==> src/rtl/wb_arbiter.sv <==
// wb_arbiter
//   Arbitrates the single scoreboard writeback port among the functional
//   units (scalar ALU, scalar memory, matrix load/store, GEMM). One request is
//   granted per cycle, round-robin, and a requester that has waited MAX_WAIT
//   cycles is promoted ahead of the round-robin order. The winner is captured
//   in a registered output slot. Speculative results are squashed on
//   branch_miss, both at the requesters and in the held slot.
//
// Ports
//   CLK, nRST        clock (rising edge), asynchronous active-low reset
//   fu_wb_valid      per-FU writeback request
//   fu_wb_reg        per-FU destination register, FU i at [i*REG_W +: REG_W]
//   fu_wb_data       per-FU result, FU i at [i*DATA_W +: DATA_W]
//   fu_wb_spec       per-FU "produced under an unresolved branch" flag
//   fu_wb_ready      per-FU acknowledge (combinational)
//   branch_miss      mispredict: drop every speculative result
//   branch_resolved  branch correct: held result becomes non-speculative
//   wb_ready         consumer accepts wb_* this cycle
//   wb_valid/wb_reg/wb_data/wb_fu  registered output slot
module wb_arbiter #(
  parameter int NUM_FU   = 4,
  parameter int DATA_W   = 32,
  parameter int REG_W    = 5,
  parameter int MAX_WAIT = 8
) (
  input  logic                      CLK,
  input  logic                      nRST,
  input  logic [NUM_FU-1:0]         fu_wb_valid,
  input  logic [NUM_FU*REG_W-1:0]   fu_wb_reg,
  input  logic [NUM_FU*DATA_W-1:0]  fu_wb_data,
  input  logic [NUM_FU-1:0]         fu_wb_spec,
  output logic [NUM_FU-1:0]         fu_wb_ready,
  input  logic                      branch_miss,
  input  logic                      branch_resolved,
  input  logic                      wb_ready,
  output logic                      wb_valid,
  output logic [REG_W-1:0]          wb_reg,
  output logic [DATA_W-1:0]         wb_data,
  output logic [$clog2(NUM_FU)-1:0] wb_fu
);

  localparam int FU_W  = $clog2(NUM_FU);
  localparam int CNT_W = $clog2(MAX_WAIT + 1);
  localparam logic [CNT_W-1:0] MAX_CNT = CNT_W'(MAX_WAIT);
  localparam logic [FU_W-1:0]  LAST_FU = FU_W'(NUM_FU - 1);

  logic              wb_valid_q, wb_valid_d;
  logic [REG_W-1:0]  wb_reg_q,   wb_reg_d;
  logic [DATA_W-1:0] wb_data_q,  wb_data_d;
  logic [FU_W-1:0]   wb_fu_q,    wb_fu_d;
  logic              out_spec_q, out_spec_d;
  logic [FU_W-1:0]   rr_ptr_q,   rr_ptr_d;
  logic [CNT_W-1:0]  wait_cnt_q [NUM_FU];
  logic [CNT_W-1:0]  wait_cnt_d [NUM_FU];

  logic              load;
  logic              starved_hit, rr_hit, grant_valid;
  logic [FU_W-1:0]   starved_idx, rr_idx, grant_idx, idx;

  assign load = !wb_valid_q || wb_ready;

  // Grant selection: starved requesters (lowest index first) beat round-robin.
  always_comb begin
    starved_hit = 1'b0;
    starved_idx = '0;
    rr_hit      = 1'b0;
    rr_idx      = '0;
    idx         = '0;
    for (int unsigned i = 0; i < NUM_FU; i++) begin
      if (!starved_hit && fu_wb_valid[i] && wait_cnt_q[i] == MAX_CNT) begin
        starved_hit = 1'b1;
        starved_idx = FU_W'(i);
      end
    end
    for (int unsigned k = 0; k < NUM_FU; k++) begin
      idx = FU_W'((32'(rr_ptr_q) + k) % NUM_FU);
      if (!rr_hit && fu_wb_valid[idx]) begin
        rr_hit = 1'b1;
        rr_idx = idx;
      end
    end
    grant_valid = load && !branch_miss && rr_hit;
    grant_idx   = starved_hit ? starved_idx : rr_idx;
  end

  // Acknowledge: on a mispredict every speculative requester is acked so its
  // result is consumed and dropped; otherwise only the winner is acked.
  always_comb begin
    fu_wb_ready = '0;
    if (nRST) begin
      if (branch_miss) begin
        fu_wb_ready = fu_wb_valid & fu_wb_spec;
      end else if (grant_valid) begin
        fu_wb_ready[grant_idx] = 1'b1;
      end
    end
  end

  always_comb begin
    wb_valid_d = wb_valid_q;
    wb_reg_d   = wb_reg_q;
    wb_data_d  = wb_data_q;
    wb_fu_d    = wb_fu_q;
    out_spec_d = out_spec_q;
    rr_ptr_d   = rr_ptr_q;

    if (branch_miss) begin
      // A speculative held entry is killed even when stalled; a
      // non-speculative one leaves normally, with nothing replacing it.
      if (out_spec_q || load) begin
        wb_valid_d = 1'b0;
        out_spec_d = 1'b0;
      end
    end else if (load) begin
      if (grant_valid) begin
        wb_valid_d = 1'b1;
        wb_reg_d   = fu_wb_reg[grant_idx*REG_W +: REG_W];
        wb_data_d  = fu_wb_data[grant_idx*DATA_W +: DATA_W];
        wb_fu_d    = grant_idx;
        out_spec_d = fu_wb_spec[grant_idx];
        rr_ptr_d   = (grant_idx == LAST_FU) ? '0 : grant_idx + 1'b1;
      end else begin
        wb_valid_d = 1'b0;
        out_spec_d = 1'b0;
      end
    end else if (branch_resolved) begin
      out_spec_d = 1'b0;
    end

    for (int unsigned i = 0; i < NUM_FU; i++) begin
      if (!fu_wb_valid[i] || fu_wb_ready[i]) begin
        wait_cnt_d[i] = '0;
      end else if (wait_cnt_q[i] != MAX_CNT) begin
        wait_cnt_d[i] = wait_cnt_q[i] + 1'b1;
      end else begin
        wait_cnt_d[i] = wait_cnt_q[i];
      end
    end
  end

  always_ff @(posedge CLK or negedge nRST) begin
    if (!nRST) begin
      wb_valid_q <= 1'b0;
      wb_reg_q   <= '0;
      wb_data_q  <= '0;
      wb_fu_q    <= '0;
      out_spec_q <= 1'b0;
      rr_ptr_q   <= '0;
      for (int unsigned i = 0; i < NUM_FU; i++) begin
        wait_cnt_q[i] <= '0;
      end
    end else begin
      wb_valid_q <= wb_valid_d;
      wb_reg_q   <= wb_reg_d;
      wb_data_q  <= wb_data_d;
      wb_fu_q    <= wb_fu_d;
      out_spec_q <= out_spec_d;
      rr_ptr_q   <= rr_ptr_d;
      for (int unsigned i = 0; i < NUM_FU; i++) begin
        wait_cnt_q[i] <= wait_cnt_d[i];
      end
    end
  end

  assign wb_valid = wb_valid_q;
  assign wb_reg   = wb_reg_q;
  assign wb_data  = wb_data_q;
  assign wb_fu    = wb_fu_q;

endmodule

==> config.mk <==
export PLATFORM = sky130hd
export DESIGN_NAME = wb_arbiter
export DESIGN_NICKNAME = d
export VERILOG_FILES = /design/src/rtl/wb_arbiter.sv
export SDC_FILE = /design/constraint.sdc
export NUM_CORES = 1
export LEC_CHECK = 0
export CAP_MARGIN = 25
export CORE_ASPECT_RATIO = 1.75
export CORE_UTILIZATION = 43
export DETAILED_ROUTE_END_ITERATION = 8
export PLACE_DENSITY = 0.87
export SKIP_LAST_GASP = 1
export SYNTH_ARGS = -nofsm -noshare
export SYNTH_HDL_FRONTEND = slang
export SYNTH_SLANG_ARGS = --single-unit
==> constraint.sdc <==
create_clock -name CLK -period 4.9 [get_ports CLK]
set_clock_uncertainty 0.15 [all_clocks]
set_input_delay 0.49 -clock CLK [delete_from_list [all_inputs] [get_ports CLK]]
set_output_delay 0.49 -clock CLK [all_outputs]
set_load 0.005 [all_outputs]
---- Word level (Yosys, flattened, before mapping) ----
Index checks and enable logic that the tools add are counted.
storage, ports and cells
  word-level logic and storage cells ...... 127
  flip-flop bits (word level) ............. 59
  input port bits ......................... 161
  output and inout port bits .............. 44
operators by class
  muxes and demuxes ....................... 48
  reductions and logical operators ........ 40
  bitwise logic cells ..................... 2
  add/sub/neg operators ................... 8
  $mul .................................... 1
  eq/ne operators ......................... 10
  shift-type cells ........................ 2
  $lt $le $gt $ge ......................... 6
operators by type and width
  kind                 number
  $shiftx 128x8->32    1
  $mux 4               11
  $mux 1               23
  $shiftx 20x6->5      1
  $add 4x1->4 const B  4
  $eq 4x4->1 const B   4
  $mux 2               8
  $ne 4x4->1 const B   4
  $lt 2x3->1 const B   5
  $logic_and 1x1->1    13
  $logic_not 1->1      12
  $bmux 1 s2           5
  $reduce_bool 2->1    5
  $logic_or 1x1->1     6
  $mul 2x3->5 const B  1
  $add 2x1->2 const B  2
  $add 2x2->2 const B  2
  $and 4x4->4          1
  $reduce_and 2->1     2
  $reduce_and 3->1     1
  $reduce_bool 3->1    1
  $demux 1 s2          1
  $eq 2x2->1 const B   1
  $ge 2x1->1 const B   1
  other kinds (2)      2

---- Depth between registers and ports, before layout ----
Gate-level depths: netlist of the first run.
  word-level depth ........................ 25
  depth in mapped cells ................... 14
  depth with buffers taken out ............ 11

---- Least setup slack after synthesis of the first run ----
Ideal clock, no wire load.
  kind .................................... flip-flop to output port
  from .................................... reg wait_cnt_q[0] in the netlist's numbering
  to ...................................... out fu_wb_ready[2]
  stages on the path, launching flop included .. 13
  arrival ................................. 2.265 ns
  buffers on the path ..................... 2
  data required time ...................... 4.260 ns
  path slack .............................. 1.995 ns
  cells stage by stage .................... dfrtp_1 > inv_1 > ha_1 > and3b_1 > and2_1 > o31a_2 > o21a_4 > inv_4 > buf_6 > buf_4 > ha_1 > a32oi_1 > nor2_1
on the way
  word-level cells in the longest chain between the ends .. 11
  elaborated cells between the ends (all ways) .. 13
  classes of those cells .................. order compare: 2; eq/ne: 1; mux: 8; reduce/logical: 2
ends and longest elaborated chain
  item                                                                   RTL line  text
  start: declaration                                                     53        logic [CNT_W-1:0] wait_cnt_q [NUM_FU];
  start signal: indexed assignment                                       160       wait_cnt_q[i] <= wait_cnt_d[i];
  $eq 4x4->1 *                                                           70        if (!starved_hit && fu_wb_valid[i] && wait_cnt_q[i] == MAX_CNT) begin
  $logic_and 1x1->1 *                                                    70
  $mux 2 / $mux 1 (equally long branches)                                70
  $mux 2 *                                                               83        grant_idx = starved_hit ? starved_idx : rr_idx;
  $lt 2x3->1 (not written as such) / $ge 2x1->1 (equally long branches)  94        fu_wb_ready[grant_idx] = 1'b1;
  $logic_and 1x1->1 (not written as such)                                94
  $mux 1 (not written as such)                                           94
  $demux 1 s2 *                                                          94
  $mux 4 *                                                               93        end else if (grant_valid) begin
  $mux 4 *                                                               91        if (branch_miss) begin
  $mux 4 *                                                               90        if (nRST) begin
  end: declaration                                                       32        output logic [NUM_FU-1:0] fu_wb_ready,
Mark *: on every way between the ends. The rest lies on a longest branch, timed or not.

---- Worst setup path after layout of the first run ----
  from .................................... in fu_wb_valid[0]
  to ...................................... out fu_wb_ready[0]
on the way
  word-level cells in the longest chain between the ends .. 22
  elaborated cells between the ends (all ways) .. 50
  classes of those cells .................. order compare: 2; mux: 29; bitwise: 1; reduce/logical: 18
ends and longest elaborated chain
  item                                                                 RTL line  text
  start: declaration                                                   28        input logic [NUM_FU-1:0] fu_wb_valid,
  parallel branches: the longest is 20 deep, another holds $bmux 1 s2  --
  $mux 4 *                                                             91
  $mux 4 *                                                             90
Every way passes the cells marked *. The select of a mux whose other input is x is not followed.

==> out/summary.txt, run 1 <==
Top post-synthesis cells by area = dfrtp_1 (38%), o211ai_1 (5.3%), mux2_2 (5.0%), nand2_1 (4.0%), ha_1 (3.9%)
CTS tree = done
Yosys top cell by area = dfrtp_1
Worst reg2reg startpoint = wait_cnt_q[0]
Slew headroom = 40.8%
Total number of vias = 4040
Synth Instances = 400
WP data required = 4.26 ns
Area growth syn-to-layout = 63.6%
Largest net degree at the start of global routing = 60
N_diodes = 0
Largest family of logic cells by synthesized area = compound AO/OA/AOI/OAI gates
Most used DFF post-synth = dfrtp_1
Total Die Area = 9350 sq um
FP Rows = 45
Initial antenna violation count = 0
Synth warn = 0
Share of layout cells above drive strength 1 = 8.86%
Mapped Area = 3850 sq um
Mean Syn Cell Area = 9.62 sq um
Num CTS Buffers = 9
Startpoint types = input pin
Synth unique cells = 50
Final setup margin = 0.636 ns
Vias in the first global route = 4375
Nets@finish = 766
Setup TNS Final = 0 ns
Port Buffer Count = 204
Setup bufs post-CTS = 0
Worst-Skew Late Latency = 0.33 ns
GRT Total Usage = 30.4%
Fin crit share = 87.0%
TritonRoute pass-1 iters = 5
Final wirelength = 13.6 mm
Number of synthesized flops with an enable pin = 0
Fin util = 72.6%
Worst setup slack for register-to-register paths = 1.48 ns
Post-DP HPWL = 10.3 mm
Asr flop ratio synth = 100%
Part of the Yosys area used for sequential elements = 38.4%
Simple-gate portion of the synthesized area = 12.1%
Mux cell area share after synthesis = 11.8%
CORE AREA = 8670 sq um
Fin Hold WS = 0.218 ns
Synth Area in Compound Gates = 25.5%
Max Cap Violations = 0
I/O pin total = 205
Leak pwr = 2.53 nW
Fmax = 235 MHz
Pwr dens = 448 nW/um^2
Top-count cell post-synth = dfrtp_1
Clock transition at path regs = 0.06 ns
Placed Area = 5950 sq um
Starting Density = 44.4%
Run status = finished, final reports clean
Worst-path maximum fanout = 32
Final-report setup violation count = 0
# DRC = 0
Clock Sinks = 59
Worst slew pin tran = 0.883 ns
Gpl congestion = 0.822
CTS H-Tree Depth = 3
Seq cells post-synth = 59
Starting DRT DRC Count = 269
First-pass GRT wire length = 21.4 mm
Post-synth top area share = 38.4%
Antenna-violating nets left = 0
Final Hold Fails = 0
RSZ-0062 raised after global routing = no
Hold buffer count at cts = 0
Reg2reg end = wb_reg[0]
Hold crit path type = in -> async
DR vias/cell = 5.65
Minimum clock period = 4.26 ns
WP data arrival = 3.62 ns
Wire per inst = 19.0 microns
Syn nets = 573
Worst vdd ir = 304 uV
Chip width = 73.5 microns
Critical Path End Type = output pin
CTS root buf = clkbuf_16
Die Y = 127 microns
Grt total ovfl = 0
Post-CTS resize count = 0
Clk buf depth = 2
Post-synthesis xor/xnor area fraction = 2.28%
Max reg flops = 32
Final non-filler cell area = 6290 sq um
Most frequent cells after synthesis = dfrtp_1 (59), nand2_1 (41), o211ai_1 (27), inv_1 (24), clkbuf_1 (19)
Adder-Cell Fraction of Synth Area = 3.90%
Setup slack at placement = 0.716 ns
Pins Over Slew Limit = 0
Setup CP Type = in -> out
Worst r2r path cells = 10
## final cells by class
| class | count | area [sq um] |
|---|---|---|
| clock buffer | 9 | 225 |
| sequential | 59 | 1480 |
| inverter | 25 | 96.3 |
| timing repair buffer | 211 | 2090 |
| tap | 117 | 146 |
| clock inverter | 7 | 116 |
| multi-input combinational | 287 | 2140 |
| fill | 666 | 2380 |
## through the flow
| step | total power, mW | cells |
|---|---|---|
| 2_1_floorplan | 1.46 | 400 |
| 3_3_place_gp | 2.05 | 699 |
| 3_5_place_dp | 2.09 | 699 |
| 4_1_cts | 2.83 | 715 |
| 5_1_grt | 2.96 | 715 |
| 6_report | 2.82 | 715 |
## worst max-delay path by stage
stage	cells after the start	end	from	slack [ns]
2_1_floorplan	12	fu_wb_ready[2]	wait_cnt_q[0]	2.00
6_report	10	fu_wb_ready[0]	fu_wb_valid[0]	0.64
3_3_place_gp	10	fu_wb_ready[0]	fu_wb_valid[0]	0.81
3_5_place_dp	10	fu_wb_ready[0]	fu_wb_valid[0]	0.72
5_1_grt	10	fu_wb_ready[0]	fu_wb_valid[0]	0.53
4_1_cts	10	fu_wb_ready[0]	fu_wb_valid[0]	0.69
## layout by cell type (no fill, tap or decap), types with 4 or more instances in the layout
cell type	instances
a22oi_1	14
mux2_1	11
nor2_1	16
nor2b_1	4
clkbuf_16	9
mux2_2	17
buf_4	7
o221a_1	11
o21ai_0	9
a21oi_1	18
ha_1	12
o211ai_1	27
mux2i_1	14
a32oi_1	4
o221ai_1	11
o22ai_1	14
and3b_1	4
a31oi_1	14
dfrtp_1	59
clkdlybuf4s50_1	203
nand2_1	41
xnor2_1	6
xor2_1	4
inv_1	24
nand3_1	6
## layer usage
layer | share of wire (%) | track usage, % | vias up
li1 | - | - | 1885
met1 | 34 | 31.0 | 1938
met2 | 55 | 55.2 | 182
met3 | 6.1 | 7.10 | 35
met4 | 4.0 | 16.5 | 0
met5 | 0 | 0 | -
## cell families (layout without fill, tap and decap cells)
logic type	after synthesis	after routing
XOR/XNOR	10	10
multiplexers	42	42
adder cells (fa/ha/maj)	12	12
AND/OR/NAND/NOR	90	90
AO/OA/AOI/OAI	133	133
buffers and inverters	54	252
flip-flops	59	59
## where the power goes
group | internal (mW) | leakage (nW) | total (mW) | switching [mW]
Clock | 0.495 | 0.165 | 0.723 | 0.228
Sequential | 0.665 | 0.709 | 0.782 | 0.117
Combinational | 0.736 | 1.66 | 1.32 | 0.582
Total | 1.90 | 2.53 | 2.82 | 0.927
## worst max-delay path, stage by stage
cell and delay, ns:
clkdlybuf4s50_1 0.56, nor2b_1 0.24, nor4b_4 0.37, o31a_2 0.39
o21a_4 0.46, inv_4 0.15, ha_1 0.25, a32oi_1 0.16
nor2_1 0.09, clkdlybuf4s50_1 0.46
Note: power is estimated with default switching activity, not from simulation.
==> run 2: changes to the inputs <==
--- a/config.mk
+++ b/config.mk
@@ -6,7 +6,6 @@
 export NUM_CORES = 1
 export LEC_CHECK = 0
 export CAP_MARGIN = 25
-export CORE_ASPECT_RATIO = 1.75
 export CORE_UTILIZATION = 43
 export DETAILED_ROUTE_END_ITERATION = 8
 export PLACE_DENSITY = 0.87
==> out/summary.txt, run 2 (same netlist as run 1, synthesis figures left out) <==
GRT Total Usage = 27.5% (was 30.4%)
Die Y = 96.6 microns (was 127 microns)
Initial antenna violation count = 0 (unchanged)
Clk buf depth = 2 (unchanged)
Clock transition at path regs = 0.07 ns (was 0.06 ns)
RSZ-0062 raised after global routing = no (unchanged)
Antenna-violating nets left = 0 (unchanged)
Total number of vias = 4048 (was 4040)
WP data required = 4.26 ns (about the same)
CP Cell Sequence = clkdlybuf4s50_1 > and2b_1 > nor4_4 > o31a_2 > o21a_4 > inv_4 > ha_1 > a32oi_1 > nor2_1 > clkdlybuf4s50_1 (was clkdlybuf4s50_1 > nor2b_1 > nor4b_4 > o31a_2 > o21a_4 > inv_4 > ha_1 > a32oi_1 > nor2_1 > clkdlybuf4s50_1)
Vias in the first global route = 4295 (was 4375)
Gpl congestion = 0.910 (was 0.822)
Most frequent cells in the layout = clkdlybuf4s50_1 (203), dfrtp_1 (59), nand2_1 (41) (unchanged)
TritonRoute pass-1 iters = 4 (was 5)
CORE AREA = 8680 sq um (was 8670 sq um)
Worst slew pin tran = 0.862 ns (was 0.883 ns)
Most used cell, CP = clkdlybuf4s50_1 (unchanged)
Setup bufs post-CTS = 0 (unchanged)
Pins Over Slew Limit = 0 (unchanged)
Wire per inst = 18.1 microns (was 19.0 microns)
Fin util = 70.9% (was 72.6%)
Final wirelength = 12.7 mm (was 13.6 mm)
Worst-path maximum fanout = 32 (unchanged)
Starting Density = 44.3% (was 44.4%)
Critical Path End Type = output pin (unchanged)
Chip width = 96.6 microns (was 73.5 microns)
N_diodes = 0 (unchanged)
Setup TNS Final = 0 ns (unchanged)
CTS tree = done (unchanged)
Hold crit path type = in -> async (unchanged)
Total Die Area = 9330 sq um (was 9350 sq um)
Fmax = 244 MHz (was 235 MHz)
Slew headroom = 42.1% (was 40.8%)
Starting DRT DRC Count = 151 (was 269)
Largest net degree at the start of global routing = 60 (unchanged)
Worst vdd ir = 208 uV (was 304 uV)
CP top delay family = buffers and inverters (unchanged)
WP data arrival = 3.46 ns (was 3.62 ns)
Num CTS Buffers = 9 (unchanged)
Port Buffer Count = 204 (unchanged)
Final Hold Fails = 0 (unchanged)
Clock Sinks = 59 (unchanged)
Nets@finish = 765 (was 766)
Slowest cell delay on critical path = 0.56 ns (about the same)
First-pass GRT wire length = 20.4 mm (was 21.4 mm)
Commonest non-fill, non-tap cell in the layout = clkdlybuf4s50_1 (unchanged)
# DRC = 0 (unchanged)
Startpoint types = input pin (unchanged)
CTS H-Tree Depth = 3 (unchanged)
Area of the multi-input gates = 2140 sq um (unchanged)
I/O pin total = 205 (unchanged)
Post-CTS resize count = 0 (unchanged)
Final-report setup violation count = 0 (unchanged)
WP buf/inv = 3 (unchanged)
DR vias/cell = 5.74 (was 5.65)
Worst-Skew Late Latency = 0.33 ns (about the same)
Max Cap Violations = 0 (unchanged)
Hold buffer count at cts = 0 (unchanged)
Setup CP Type = in -> out (unchanged)
Leak pwr = 2.47 nW (was 2.53 nW)
Share of layout cells above drive strength 1 = 8.71% (was 8.86%)
Max reg flops = 32 (unchanged)
Area growth syn-to-layout = 59.8% (was 63.6%)
CTS root buf = clkbuf_8 (was clkbuf_16)
CP max-delay cell = clkdlybuf4s50_1 (unchanged)
Run status = finished, final reports clean (unchanged)
Minimum clock period = 4.10 ns (was 4.26 ns)
FP Rows = 34 (was 45)
Fillers = 660 (was 666)
Grt total ovfl = 0 (unchanged)
Register area = 1480 sq um (unchanged)
Post-DP HPWL = 9.65 mm (was 10.3 mm)
Fin crit share = 83.6% (was 87.0%)
Pwr dens = 420 nW/um^2 (was 448 nW/um^2)
## run 2: changes by cell type in the layout (fill, tap and decap cells not counted), sizes merged
cell	previous run	this run
buf	8	7
inv	25	26
bufinv	3	2
## run 2: worst reg2reg max path: cells and delay by family, from the launching register on
family / cells / cell delay [ns]
buf+inv: 3 / 0.69
compound gates: 3 / 1.01
mux: 1 / 0.42
flops: 1 / 0.40
simple gates: 2 / 0.43
fa+ha+maj: 1 / 0.22
## run 2: metrics by stage
step / hold slack, ns / power, mW / setup slack [ns] / cell area, sq um / std cells
final: 0.160 / 2.58 / 0.805 / 6150 / 705
after global routing: 0.251 / 2.73 / 0.639 / 6150 / 705
after CTS: 0.201 / 2.59 / 0.833 / 6150 / 705
after detailed placement: 0.301 / 2.08 / 0.849 / 5930 / 689
after global placement: 0.301 / 2.05 / 0.949 / 5930 / 689
after floorplan: 0.0444 / 1.46 / 2.00 / 3850 / 400
## run 2: final timing paths
kind | slack, ns | to | startpoint | cells after the start
min in group CLK | 0.31 | wb_valid | out_spec_q | 1
hold / removal | 0.16 | wait_cnt_q[15] | nRST | 2
setup / recovery | 0.80 | fu_wb_ready[2] | fu_wb_valid[0] | 10
max in group asynchronous | 3.92 | wait_cnt_q[6] | nRST | 2
setup reg to reg | 1.47 | wb_reg[0] | wait_cnt_q[0] | 10
hold reg to reg | 0.31 | wb_valid | out_spec_q | 1
## run 2: final cells by class
type,count,share of cell area [%]
flip-flops and latches,59,24.0
clock inverters,7,1.49
multi-input cells,287,34.9
well taps,108,2.20
clock buffers,9,2.01
inverters,25,1.57
repair buffers,210,33.9
## run 2: per-layer routing
layer,vias to the layer above,wire [microns],global-route usage [%]
li1,1880,-,-
met1,1939,4920,30.5
met2,189,6500,48.8
met3,40,875,6.58
met4,0,439,13.7
met5,-,0,0
## run 2: power breakdown
| part | leakage [nW] | total (mW) | internal (mW) | switching [mW] |
|---|---|---|---|---|
| Combinational | 1.65 | 1.31 | 0.737 | 0.571 |
| Sequential | 0.709 | 0.780 | 0.663 | 0.117 |
| Clock | 0.109 | 0.494 | 0.285 | 0.208 |
| Total | 2.47 | 2.58 | 1.69 | 0.896 |
==> run 3: changes to the inputs <==
--- a/config.mk
+++ b/config.mk
@@ -6,9 +6,9 @@
 export NUM_CORES = 1
 export LEC_CHECK = 0
 export CAP_MARGIN = 25
-export CORE_UTILIZATION = 43
+export CORE_UTILIZATION = 36
 export DETAILED_ROUTE_END_ITERATION = 8
-export PLACE_DENSITY = 0.87
+export PLACE_DENSITY = 0.78
 export SKIP_LAST_GASP = 1
 export SYNTH_ARGS = -nofsm -noshare
 export SYNTH_HDL_FRONTEND = slang
==> constraint.sdc (replaced) <==
create_clock -name CLK -period 3.31 [get_ports CLK]
set_clock_uncertainty 0.15 [all_clocks]
set_input_delay 0.331 -clock CLK [delete_from_list [all_inputs] [get_ports CLK]]
set_output_delay 0.331 -clock CLK [all_outputs]
set_load 0.005 [all_outputs]
==> out/summary.txt, run 3 (same netlist as run 1, synthesis figures left out) <==
Run status = finished, final reports clean (unchanged)
Max Cap Violations = 0 (unchanged)
Final non-filler cell area = 6320 sq um (was 6150 sq um)
Slowest cell delay on critical path = 0.37 ns (was 0.56 ns)
Final-report setup violation count = 0 (unchanged)
Worst-Skew Late Latency = 0.33 ns (about the same)
Starting Density = 37.3% (was 44.3%)
Post-DP HPWL = 10.1 mm (was 9.65 mm)
Leak pwr = 2.60 nW (was 2.47 nW)
Setup CP Type = reg -> out (was in -> out)
Fin crit share = 94.4%
Worst slew pin tran = 0.756 ns (was 0.862 ns)
Share of layout cells above drive strength 1 = 11.5% (was 8.71%)
Commonest non-fill, non-tap cell in the layout = clkdlybuf4s50_1 (unchanged)
CTS root buf = clkbuf_8 (unchanged)
Grt total ovfl = 0 (unchanged)
Clock Sinks = 59 (unchanged)
Vias in the first global route = 4382 (was 4295)
CTS H-Tree Depth = 3 (unchanged)
# DRC = 0 (unchanged)
Final wirelength = 13.4 mm (was 12.7 mm)
Fmax = 320 MHz
CP Cell Sequence = inv_1 > ha_1 > and3b_1 > and2_1 > o31a_2 > o21a_4 > inv_4 > ha_1 > a32oi_1 > nor2_1 > dlygate4sd2_1 (was clkdlybuf4s50_1 > and2b_1 > nor4_4 > o31a_2 > o21a_4 > inv_4 > ha_1 > a32oi_1 > nor2_1 > clkdlybuf4s50_1)
Clk buf depth = 2 (unchanged)
Critical Path End Type = output pin (unchanged)
Most used cell, CP = ha_1 (was clkdlybuf4s50_1)
Die Y = 105 microns (was 96.6 microns)
Chip width = 105 microns (was 96.6 microns)
Pins Over Slew Limit = 0 (unchanged)
Most frequent cells in the layout = clkdlybuf4s50_1 (199), dfrtp_1 (59), nand2_1 (41) (was clkdlybuf4s50_1 (203), dfrtp_1 (59), nand2_1 (41))
Clock transition at path regs = 0.07 ns (about the same)
Post-Layout Cell Count = 754 (was 705)
Starting DRT DRC Count = 159 (was 151)
Startpoint types = flip-flop (was input pin)
Largest net degree at the start of global routing = 60 (unchanged)
Minimum clock period = 3.12 ns
N_diodes = 0 (unchanged)
Total number of vias = 4115 (was 4048)
Gpl congestion = 0.827 (was 0.910)
Hold crit path type = in -> async (unchanged)
Final Hold Fails = 0 (unchanged)
RSZ-0062 raised after global routing = no (unchanged)
Placed Area = 6110 sq um (was 5930 sq um)
Setup TNS Final = 0 ns (unchanged)
Worst-path maximum fanout = 5 (was 32)
CTS tree = done (unchanged)
Worst vdd ir = 266 uV (was 208 uV)
Antenna-violating nets left = 0 (unchanged)
Max reg flops = 32 (unchanged)
WP data required = 2.83 ns (was 4.26 ns)
FP Rows = 37 (was 34)
CORE AREA = 10300 sq um (was 8680 sq um)
CP max-delay cell = dfrtp_1 (was clkdlybuf4s50_1)
Dpl cells = 734 (was 689)
DR vias/cell = 5.46 (was 5.74)
Slew headroom = 49.6% (was 42.1%)
Fillers = 897 (was 660)
Wire per inst = 17.7 microns (was 18.1 microns)
Port Buffer Count = 204 (unchanged)
Pwr dens = 597 nW/um^2 (was 420 nW/um^2)
Num CTS Buffers = 9 (unchanged)
GRT Total Usage = 24.6% (was 27.5%)
WP data arrival = 2.64 ns (was 3.46 ns)
TritonRoute pass-1 iters = 5 (was 4)
Area growth syn-to-layout = 64.3% (was 59.8%)
Total Die Area = 11100 sq um (was 9330 sq um)
First-pass GRT wire length = 21.4 mm (was 20.4 mm)
I/O pin total = 205 (unchanged)
Nets@finish = 786 (was 765)
Initial antenna violation count = 0 (unchanged)
[run 3: changes by cell type in the layout (fill, tap and decap cells not counted), sizes merged, moves of 2 or more]
cell / delta
dlygate4sd2: +2
clkdlybuf4s50: -4
dlymetal6s2s: +2
clkbuf: +5
buf: +21
bufinv: -2
[run 3: cell type report]
| cell class | instances | area (sq um) | area share [%] |
|---|---|---|---|
| clock buffers | 14 | 163 | 2.57 |
| multi-input cells | 287 | 2150 | 34.0 |
| repair buffers | 231 | 2250 | 35.7 |
| clock inverters | 2 | 10.0 | 0.158 |
| inverters | 25 | 96.3 | 1.52 |
| flip-flops and latches | 59 | 1480 | 23.4 |
| well taps | 136 | 170 | 2.69 |
[run 3: final timing paths]
| check | from | to | slack (ns) | cells past startpoint |
|---|---|---|---|---|
| setup / recovery | wait_cnt_q[0] | fu_wb_ready[2] | 0.19 | 11 |
| hold / removal | nRST | wait_cnt_q[15] | 0.01 | 2 |
| setup reg to reg | wait_cnt_q[0] | wb_data[0] | 0.27 | 10 |
| hold reg to reg | out_spec_q | wb_valid | 0.32 | 1 |
| max in group asynchronous | nRST | wb_data[9] | 2.49 | 2 |
| min in group CLK | nRST | wait_cnt_q[5] | 0.31 | 4 |
[run 3: per-layer routing]
layer	vias to the layer above	track usage, %	wire, microns
met3	29	5.44	897
met2	186	44.1	6880
met5	-	0	0
li1	1930	-	-
met4	0	9.96	316
met1	1970	28.3	5270
[run 3: metrics by stage]
step / power, mW / hold slack, ns / utilization, % / setup slack (ns)
6_report: 3.77 / 0.0136 / 61.2 / 0.187
5_1_grt: 4.00 / 0.0916 / 61.2 / 0.0431
4_1_cts: 3.79 / 0.0511 / 61.1 / 0.0340
3_5_place_dp: 3.18 / 0.313 / 59.2 / 0.0561
3_3_place_gp: 3.12 / 0.306 / 59.2 / 0.115
2_1_floorplan: 2.16 / -0.115 / - / 0.564
[run 3: power by group]
part           internal [mW]  total [mW]  switching [mW]
Sequential             0.982        1.15           0.173
Combinational           1.14        2.02           0.878
Clock                  0.312       0.594           0.283
Total                   2.44        3.77            1.33
[run 3: timing repair]
action	4_1_cts	5_1_grt
gates resized for setup	3	3
gates cloned	0	0
setup endpoints to repair	3	2
pin swaps	2	1
setup buffers	3	1
hold buffers	0	0
[run 3: critical path: cells and delay by family, from the launching register on]
kind | cells | cell delay [ns]
and+or+nand+nor | 3 | 0.54
buffers and inverters | 3 | 0.41
AOI/OAI and AO/OA | 3 | 0.61
DFF | 1 | 0.37
adders and majority gates | 2 | 0.39
